## src/rtl/move_requester_pkg.sv

```systemverilog
// Shared move codes, FSM state encoding and pending-flag helpers for the
// movement-request initiator.
package move_requester_pkg;

  localparam logic [2:0] MV_NONE    = 3'd0;
  localparam logic [2:0] MV_LEFT    = 3'd1;
  localparam logic [2:0] MV_RIGHT   = 3'd2;
  localparam logic [2:0] MV_ROTATE  = 3'd3;
  localparam logic [2:0] MV_DROP    = 3'd4;
  localparam logic [2:0] MV_GRAVITY = 3'd5;

  typedef enum logic {
    S_IDLE = 1'b0,
    S_REQ  = 1'b1
  } state_e;

  typedef struct packed {
    logic grav;
    logic rot;
    logic left;
    logic right;
    logic drop;
  } pend_t;

  // Fixed priority: GRAVITY > ROTATE > LEFT > RIGHT > DROP.
  function automatic logic [2:0] arb_pick(input pend_t p);
    logic [2:0] code;
    code = MV_NONE;
    if (p.grav)       code = MV_GRAVITY;
    else if (p.rot)   code = MV_ROTATE;
    else if (p.left)  code = MV_LEFT;
    else if (p.right) code = MV_RIGHT;
    else if (p.drop)  code = MV_DROP;
    return code;
  endfunction

  function automatic pend_t pend_write(input pend_t p, input logic [2:0] code,
                                       input logic val);
    pend_t r;
    r = p;
    case (code)
      MV_GRAVITY: r.grav  = val;
      MV_ROTATE:  r.rot   = val;
      MV_LEFT:    r.left  = val;
      MV_RIGHT:   r.right = val;
      MV_DROP:    r.drop  = val;
      default:    r = p;
    endcase
    return r;
  endfunction

endpackage

```

## src/rtl/move_requester_button_conditioner.sv

```systemverilog
// One push-button path: 2-flop synchroniser, reload-on-change debounce,
// rising-edge detect and optional hold-to-repeat.
module button_conditioner #(
  parameter int DEBOUNCE_CYCLES = 250000,
  parameter int REPEAT_DELAY    = 5000000,
  parameter int REPEAT_PERIOD   = 2000000,
  parameter bit REPEAT_EN       = 1'b1
) (
  input  logic clk,
  input  logic reset,
  input  logic butt_i,
  output logic level_o,
  output logic press_o
);

  localparam int DW = $clog2(DEBOUNCE_CYCLES + 1);
  localparam int RMAX = (REPEAT_DELAY > REPEAT_PERIOD) ? REPEAT_DELAY : REPEAT_PERIOD;
  localparam int RW = $clog2(RMAX + 1);
  localparam logic [DW-1:0] DB_LOAD    = DW'(DEBOUNCE_CYCLES - 1);
  localparam logic [RW-1:0] RPT_DELAY  = RW'(REPEAT_DELAY - 1);
  localparam logic [RW-1:0] RPT_PERIOD = RW'(REPEAT_PERIOD - 1);

  logic          sync1_q, sync2_q;
  logic          deb_q, deb_d, deb_d1_q;
  logic [DW-1:0] db_cnt_q, db_cnt_d;
  logic [RW-1:0] rpt_cnt_q, rpt_cnt_d;
  logic          rise, rpt_fire;

  // The counter only runs while the synchronised level disagrees with the
  // accepted level; a bounce back to the accepted level reloads it.
  always_comb begin
    deb_d    = deb_q;
    db_cnt_d = db_cnt_q;
    if (sync2_q == deb_q) begin
      db_cnt_d = DB_LOAD;
    end else if (db_cnt_q == '0) begin
      deb_d    = sync2_q;
      db_cnt_d = DB_LOAD;
    end else begin
      db_cnt_d = db_cnt_q - 1'b1;
    end
  end

  assign rise     = deb_q & ~deb_d1_q;
  assign rpt_fire = REPEAT_EN && deb_q && deb_d1_q && (rpt_cnt_q == '0);

  always_comb begin
    rpt_cnt_d = rpt_cnt_q;
    if (!REPEAT_EN || !deb_q) begin
      rpt_cnt_d = '0;
    end else if (rise) begin
      rpt_cnt_d = RPT_DELAY;
    end else if (rpt_cnt_q == '0) begin
      rpt_cnt_d = RPT_PERIOD;
    end else begin
      rpt_cnt_d = rpt_cnt_q - 1'b1;
    end
  end

  always_ff @(posedge clk or negedge reset) begin
    if (!reset) begin
      sync1_q   <= 1'b0;
      sync2_q   <= 1'b0;
      deb_q     <= 1'b0;
      deb_d1_q  <= 1'b0;
      db_cnt_q  <= DB_LOAD;
      rpt_cnt_q <= '0;
    end else begin
      sync1_q   <= butt_i;
      sync2_q   <= sync1_q;
      deb_q     <= deb_d;
      deb_d1_q  <= deb_q;
      db_cnt_q  <= db_cnt_d;
      rpt_cnt_q <= rpt_cnt_d;
    end
  end

  assign level_o = deb_q;
  assign press_o = rise | rpt_fire;

endmodule

```

## src/rtl/move_requester.sv

```systemverilog
// Movement-request initiator: conditions the four buttons, merges them with
// gravity ticks, and holds one request at a time until the responder replies.
//
// state  | meaning
// S_IDLE | no request outstanding; grant highest pending source
// S_REQ  | move_req high, waiting for commit / declined / steal / timeout
module move_requester
  import move_requester_pkg::*;
#(
  parameter int DEBOUNCE_CYCLES = 250000,
  parameter int REPEAT_DELAY    = 5000000,
  parameter int REPEAT_PERIOD   = 2000000,
  parameter int RESP_TIMEOUT    = 1024
) (
  input  logic       clk,
  input  logic       reset,
  input  logic       buttL,
  input  logic       buttT,
  input  logic       buttR,
  input  logic       buttD,
  input  logic       gametick,
  output logic       move_req,
  output logic [2:0] move_code,
  input  logic       move_commit,
  input  logic       move_declined,
  input  logic       move_steal,
  output logic       gravity_blocked,
  output logic [7:0] missed_ticks,
  output logic       timeout_err
);

  localparam int TW = $clog2(RESP_TIMEOUT + 1);
  localparam logic [TW-1:0] TMR_LIMIT = TW'(RESP_TIMEOUT);

  logic lvl_l, lvl_t, lvl_r, lvl_d;
  logic ev_l, ev_t, ev_r, ev_d;
  logic unused_lvl;

  state_e        state_q, state_d;
  logic [2:0]    code_q, code_d;
  logic [TW-1:0] tmr_q, tmr_d;
  pend_t         pend_q, pend_d;
  logic          req_q, req_d;
  logic [2:0]    mcode_q, mcode_d;
  logic          blocked_q, blocked_d;
  logic [7:0]    missed_q, missed_d;
  logic          terr_q, terr_d;
  logic          grant_grav;

  button_conditioner #(
    .DEBOUNCE_CYCLES(DEBOUNCE_CYCLES), .REPEAT_DELAY(REPEAT_DELAY),
    .REPEAT_PERIOD(REPEAT_PERIOD), .REPEAT_EN(1'b1)
  ) u_cond_l (
    .clk(clk), .reset(reset), .butt_i(buttL), .level_o(lvl_l), .press_o(ev_l)
  );

  button_conditioner #(
    .DEBOUNCE_CYCLES(DEBOUNCE_CYCLES), .REPEAT_DELAY(REPEAT_DELAY),
    .REPEAT_PERIOD(REPEAT_PERIOD), .REPEAT_EN(1'b0)
  ) u_cond_t (
    .clk(clk), .reset(reset), .butt_i(buttT), .level_o(lvl_t), .press_o(ev_t)
  );

  button_conditioner #(
    .DEBOUNCE_CYCLES(DEBOUNCE_CYCLES), .REPEAT_DELAY(REPEAT_DELAY),
    .REPEAT_PERIOD(REPEAT_PERIOD), .REPEAT_EN(1'b1)
  ) u_cond_r (
    .clk(clk), .reset(reset), .butt_i(buttR), .level_o(lvl_r), .press_o(ev_r)
  );

  button_conditioner #(
    .DEBOUNCE_CYCLES(DEBOUNCE_CYCLES), .REPEAT_DELAY(REPEAT_DELAY),
    .REPEAT_PERIOD(REPEAT_PERIOD), .REPEAT_EN(1'b1)
  ) u_cond_d (
    .clk(clk), .reset(reset), .butt_i(buttD), .level_o(lvl_d), .press_o(ev_d)
  );

  assign unused_lvl = lvl_t ^ lvl_d;

  always_comb begin
    state_d    = state_q;
    code_d     = code_q;
    tmr_d      = tmr_q;
    pend_d     = pend_q;
    blocked_d  = 1'b0;
    missed_d   = missed_q;
    terr_d     = terr_q;
    grant_grav = 1'b0;

    unique case (state_q)
      S_IDLE: begin
        if (pend_q != '0) begin
          code_d     = arb_pick(pend_q);
          pend_d     = pend_write(pend_q, code_d, 1'b0);
          grant_grav = (code_d == MV_GRAVITY);
          tmr_d      = '0;
          state_d    = S_REQ;
        end
      end
      S_REQ: begin
        tmr_d = tmr_q + 1'b1;
        if (move_commit) begin
          state_d = S_IDLE;
        end else if (move_declined) begin
          state_d   = S_IDLE;
          blocked_d = (code_q == MV_GRAVITY);
        end else if (move_steal) begin
          state_d = S_IDLE;
          pend_d  = pend_write(pend_q, code_q, 1'b1);
        end else if (tmr_d == TMR_LIMIT) begin
          state_d = S_IDLE;
          terr_d  = 1'b1;
        end
      end
      default: state_d = S_IDLE;
    endcase

    // New events are applied after the grant so a same-cycle press is kept.
    if (ev_t) pend_d.rot  = 1'b1;
    if (ev_d) pend_d.drop = 1'b1;
    if (lvl_l && lvl_r) begin
      pend_d.left  = 1'b0;
      pend_d.right = 1'b0;
    end else begin
      if (ev_l) pend_d.left  = 1'b1;
      if (ev_r) pend_d.right = 1'b1;
    end

    if (gametick) begin
      if (pend_q.grav && !grant_grav && (missed_q != 8'hFF)) begin
        missed_d = missed_q + 8'd1;
      end
      pend_d.grav = 1'b1;
    end

    req_d   = (state_d == S_REQ);
    mcode_d = (state_d == S_REQ) ? code_d : MV_NONE;
  end

  always_ff @(posedge clk or negedge reset) begin
    if (!reset) begin
      state_q   <= S_IDLE;
      code_q    <= MV_NONE;
      tmr_q     <= '0;
      pend_q    <= '0;
      req_q     <= 1'b0;
      mcode_q   <= MV_NONE;
      blocked_q <= 1'b0;
      missed_q  <= 8'd0;
      terr_q    <= 1'b0;
    end else begin
      state_q   <= state_d;
      code_q    <= code_d;
      tmr_q     <= tmr_d;
      pend_q    <= pend_d;
      req_q     <= req_d;
      mcode_q   <= mcode_d;
      blocked_q <= blocked_d;
      missed_q  <= missed_d;
      terr_q    <= terr_d;
    end
  end

  assign move_req        = req_q;
  assign move_code       = mcode_q;
  assign gravity_blocked = blocked_q;
  assign missed_ticks    = missed_q;
  assign timeout_err     = terr_q;

endmodule

```

## config.mk

```make
export PLATFORM = sky130hd
export DESIGN_NAME = move_requester
export DESIGN_NICKNAME = d
export VERILOG_FILES = /design/src/rtl/move_requester_pkg.sv /design/src/rtl/move_requester_button_conditioner.sv /design/src/rtl/move_requester.sv
export SDC_FILE = /design/constraint.sdc
export NUM_CORES = 1
export LEC_CHECK = 0
export ABC_AREA = 1
export BUFFER_PORTS_ARGS = -buffer_cell sky130_fd_sc_hd__buf_2
export CORE_MARGIN = 1.5
export CORE_UTILIZATION = 67
export DETAILED_ROUTE_END_ITERATION = 10
export PLACE_DENSITY = 0.85
export SETUP_SLACK_MARGIN = 0.15
export SLEW_MARGIN = 20
export SYNTH_ARGS = -nofsm -noshare
export SYNTH_HDL_FRONTEND = slang
export SYNTH_SLANG_ARGS = --single-unit
```

## constraint.sdc

```tcl
create_clock -name clk -period 4 [get_ports clk]
set_input_delay 0.2 -clock clk [delete_from_list [all_inputs] [get_ports clk]]
set_output_delay 0.2 -clock clk [all_outputs]
set_load 0.05 [all_outputs]
```

==> summary.txt <==
Detailed routing
  • Via-per-instance ratio: 5.47
  • ANT nets after route: 0
  • Via count: 7844
  • Avg WL per Cell: 14.0 µm
  • DRC: 0
  • Initial DRT Pass Iterations: 5
  • WL final: 20100 µm
  • Initial DRC count: 611

Floorplanning
  • Core area: 14600 µm²
  • Die area: 15900 µm²
  • DIE WIDTH: 126 µm
  • Initial Util: 69.3%
  • Boundary pin count: 24
  • Chip height: 126 µm
  • Num rows: 44

Critical path
  • Critical Path Sink Type: register
  • CP max FO: 16
  • R2R cell count: 3
  • Crit path DAT: 2.25 ns
  • Startpoint Class: register
  • Critical path class: register to register
  • Required @ worst endpoint: 4.37 ns

Timing
  • RSZ-0062 raised after global routing: no
  • Setup_tns: 0 ns
  • Final hold slack: 0.115 ns
  • Slew margin rel.: 64.6%
  • Worst slew pin tran: 0.530 ns
  • Max Clk Rate: 533 MHz
  • Period utilization: 46.9%
  • Min Tclk post-route: 1.88 ns
  • Setup skew after layout: 0.0113 ns
  • Final Hold Fails: 0
  • Final setup vio count: 0
  • Slew Limit Fails: 0

Finish
  • Commonest non-fill, non-tap cells in the layout: nand2_1 (211), nor2_1 (157), dfrtp_1 (150)
  • Share of post-route cells with drive strength above 1: 18.2%
  • Most common cell after layout, fill and taps aside: nand2_1
  • Footprint of the multi-input gates: 4670 µm²
  • Filler cell count: 1056
  • Sequential cell area: 4800 µm²
  • Area growth syn-to-layout: 9.87%
  • Nets: 1262
  • Ant. Diodes: 0
  • Final Util: 76.1%

Clock tree
  • H-tree depth: 4
  • Worst-skew pair later-pin latency: 0.44 ns
  • Clock root cell: clkbuf_16
  • CTS tree: done
  • Max Root-Sink Buffers: 2
  • TritonCTS buffer count: 17
  • Clk sinks: 190
  • CTS clock-pin slew for the worst setup and hold paths: 0.07 ns

Place
  • Number of buffers added on ports: 23
  • Final HPWL DP: 14200 µm
  • Placer congestion estimate: 0.949

Job
  • Max Cap Viol: 0

Logic synthesis
  • Syn_area_per_cell: 8.50 µm²
  • Sequential area share after synthesis: 47.4%
  • Flops & latches, synth: 190
  • Main flop type after synthesis: dfrtp_1
  • Yosys Warn Count: 0
  • EDFF count, synth: 0
  • Netlist Area Pre-Place: 10100 µm²
  • Synth cell types: 54
  • Synthesized instance count: 1193
  • Synthesized net count: 1219
  • Ys async rst share: 100%

Pwr
  • IR Drop Worst-Case VDD: 0.000503 V
  • PD cells: 392 nW/µm²
  • Leak: 0.00598 µW

Global routing
  • Largest net degree at the start of global routing: 129
  • First-pass GRT wire length: 35000 µm
  • GR Overflow Total: 0
  • Initial antenna violation count: 0
  • Vias in the first global route: 7700
  • Gr usage total: 27.2%

Worst hold path
  • HP Class: input port to register
  • Worst hold path depth: 3

Status
  • Outcome: completed
==> layer usage <==
metal / vias to the layer above / track usage [%] / wire length (µm)
li1: 3929 / - / -
met1: 3737 / 35.8 / 8950
met2: 155 / 46.0 / 10200
met3: 23 / 5.48 / 736
met4: 0 / 7.98 / 234
met5: - / 0 / 0
==> report_power, final <==
| part | internal (µW) | total, µW | switching, µW |
|---|---|---|---|
| registers | 2030 | 2150 | 118 |
| clock network | 828 | 1620 | 789 |
| logic | 175 | 611 | 437 |
| total | 3030 | 4370 | 1340 |
==> final timing paths <==
path | start | to | slack [ns]
worst min register to register | u_cond_l.sync1_q$_DFF_PN0_ | u_cond_l.sync2_q$_DFF_PN0_ | 0.36
worst max register to register | move_req$_DFF_PN0_ | gravity_blocked$_DFF_PN0_ | 2.12
min in group asynchronous | reset | u_cond_d.rpt_cnt_q[9]$_DFF_PN0_ | 0.28
worst max-delay path | move_req$_DFF_PN0_ | gravity_blocked$_DFF_PN0_ | 2.12
max in group asynchronous | reset | u_cond_l.db_cnt_q[7]$_DFF_PN1_ | 2.97
worst min-delay path | move_steal | pend_q[3]$_DFFE_PN0P_ | 0.11
==> through the flow <==
step	power (µW)	area, µm²	setup WS [ns]	instances
after floorplan	2600	10100	2.21	1193
after global placement	2760	10500	2.34	1392
after detailed placement	2780	10500	2.28	1392
after CTS	4410	11100	2.16	1432
after global routing	4550	11100	2.04	1433
final	4370	11100	2.12	1433
==> what timing repair did <==
item                      in CTS  in global routing
hold buffers                   8                  0
buffers inserted               0                  0
resized for setup              0                  0
hold endpoints to repair     114                  0
==> critical path, cell delays in order (launching register included) <==
cell and delay, ns:
dfrtp_1 0.68, inv_1 0.33, nor3_1 0.24, dlygate4sd3_1 0.57
==> logic make-up after synthesis <==
family / count (synthesis) / synth area share, %
compound gates: 120 / 6.84
xor+xnor: 81 / 6.99
fa+ha+maj: 16 / 1.97
buf+inv: 171 / 6.62
flops: 190 / 47.4
mux: 1 / 0.111
simple gates: 614 / 30.1
==> Yosys cell counts, types with 4 or more instances <==
cell type | number | share of area (%)
o21ai_0 | 48 | 2.4
nor2_1 | 157 | 5.8
a41oi_1 | 4 | 0.35
xnor2_1 | 26 | 2.2
nand2_1 | 211 | 7.8
buf_2 | 5 | 0.25
nor2_4 | 10 | 1.1
dfstp_2 | 40 | 10
nor3_1 | 17 | 0.84
or2_2 | 5 | 0.31
nor3_4 | 4 | 0.64
nand3_2 | 11 | 1.1
nand4_1 | 23 | 1.4
xor2_1 | 55 | 4.7
nor2_2 | 38 | 2.3
a21oi_1 | 30 | 1.5
nand2_2 | 16 | 0.99
nor3_2 | 11 | 1.1
o22ai_1 | 5 | 0.31
nand3_1 | 81 | 4.0
or2_1 | 4 | 0.25
o21ai_1 | 10 | 0.49
nor4_1 | 4 | 0.25
ha_1 | 16 | 2.0
inv_2 | 17 | 0.63
dfrtp_1 | 150 | 37
inv_1 | 143 | 5.3
o211ai_1 | 4 | 0.30
==> registers in the layout, summed over array words and instances, names as in the netlist, 5 cells and up <==
register	flops
u_cond_d.rpt_cnt_q	23
u_cond_l.rpt_cnt_q	23
u_cond_r.rpt_cnt_q	23
u_cond_d.db_cnt_q	18
u_cond_l.db_cnt_q	18
u_cond_r.db_cnt_q	18
u_cond_t.db_cnt_q	18
tmr_q	11
missed_ticks	8
pend_q	5
==> final cells by class <==
class | count | share of cell area [%]
flip-flops and latches | 190 | 43.1
well taps | 184 | 2.07
clock buffers | 17 | 3.82
repair buffers | 33 | 2.26
inverters | 162 | 5.50
multi-input cells | 832 | 41.9
clock inverters | 15 | 1.37
(Power assumes the default switching activity.)
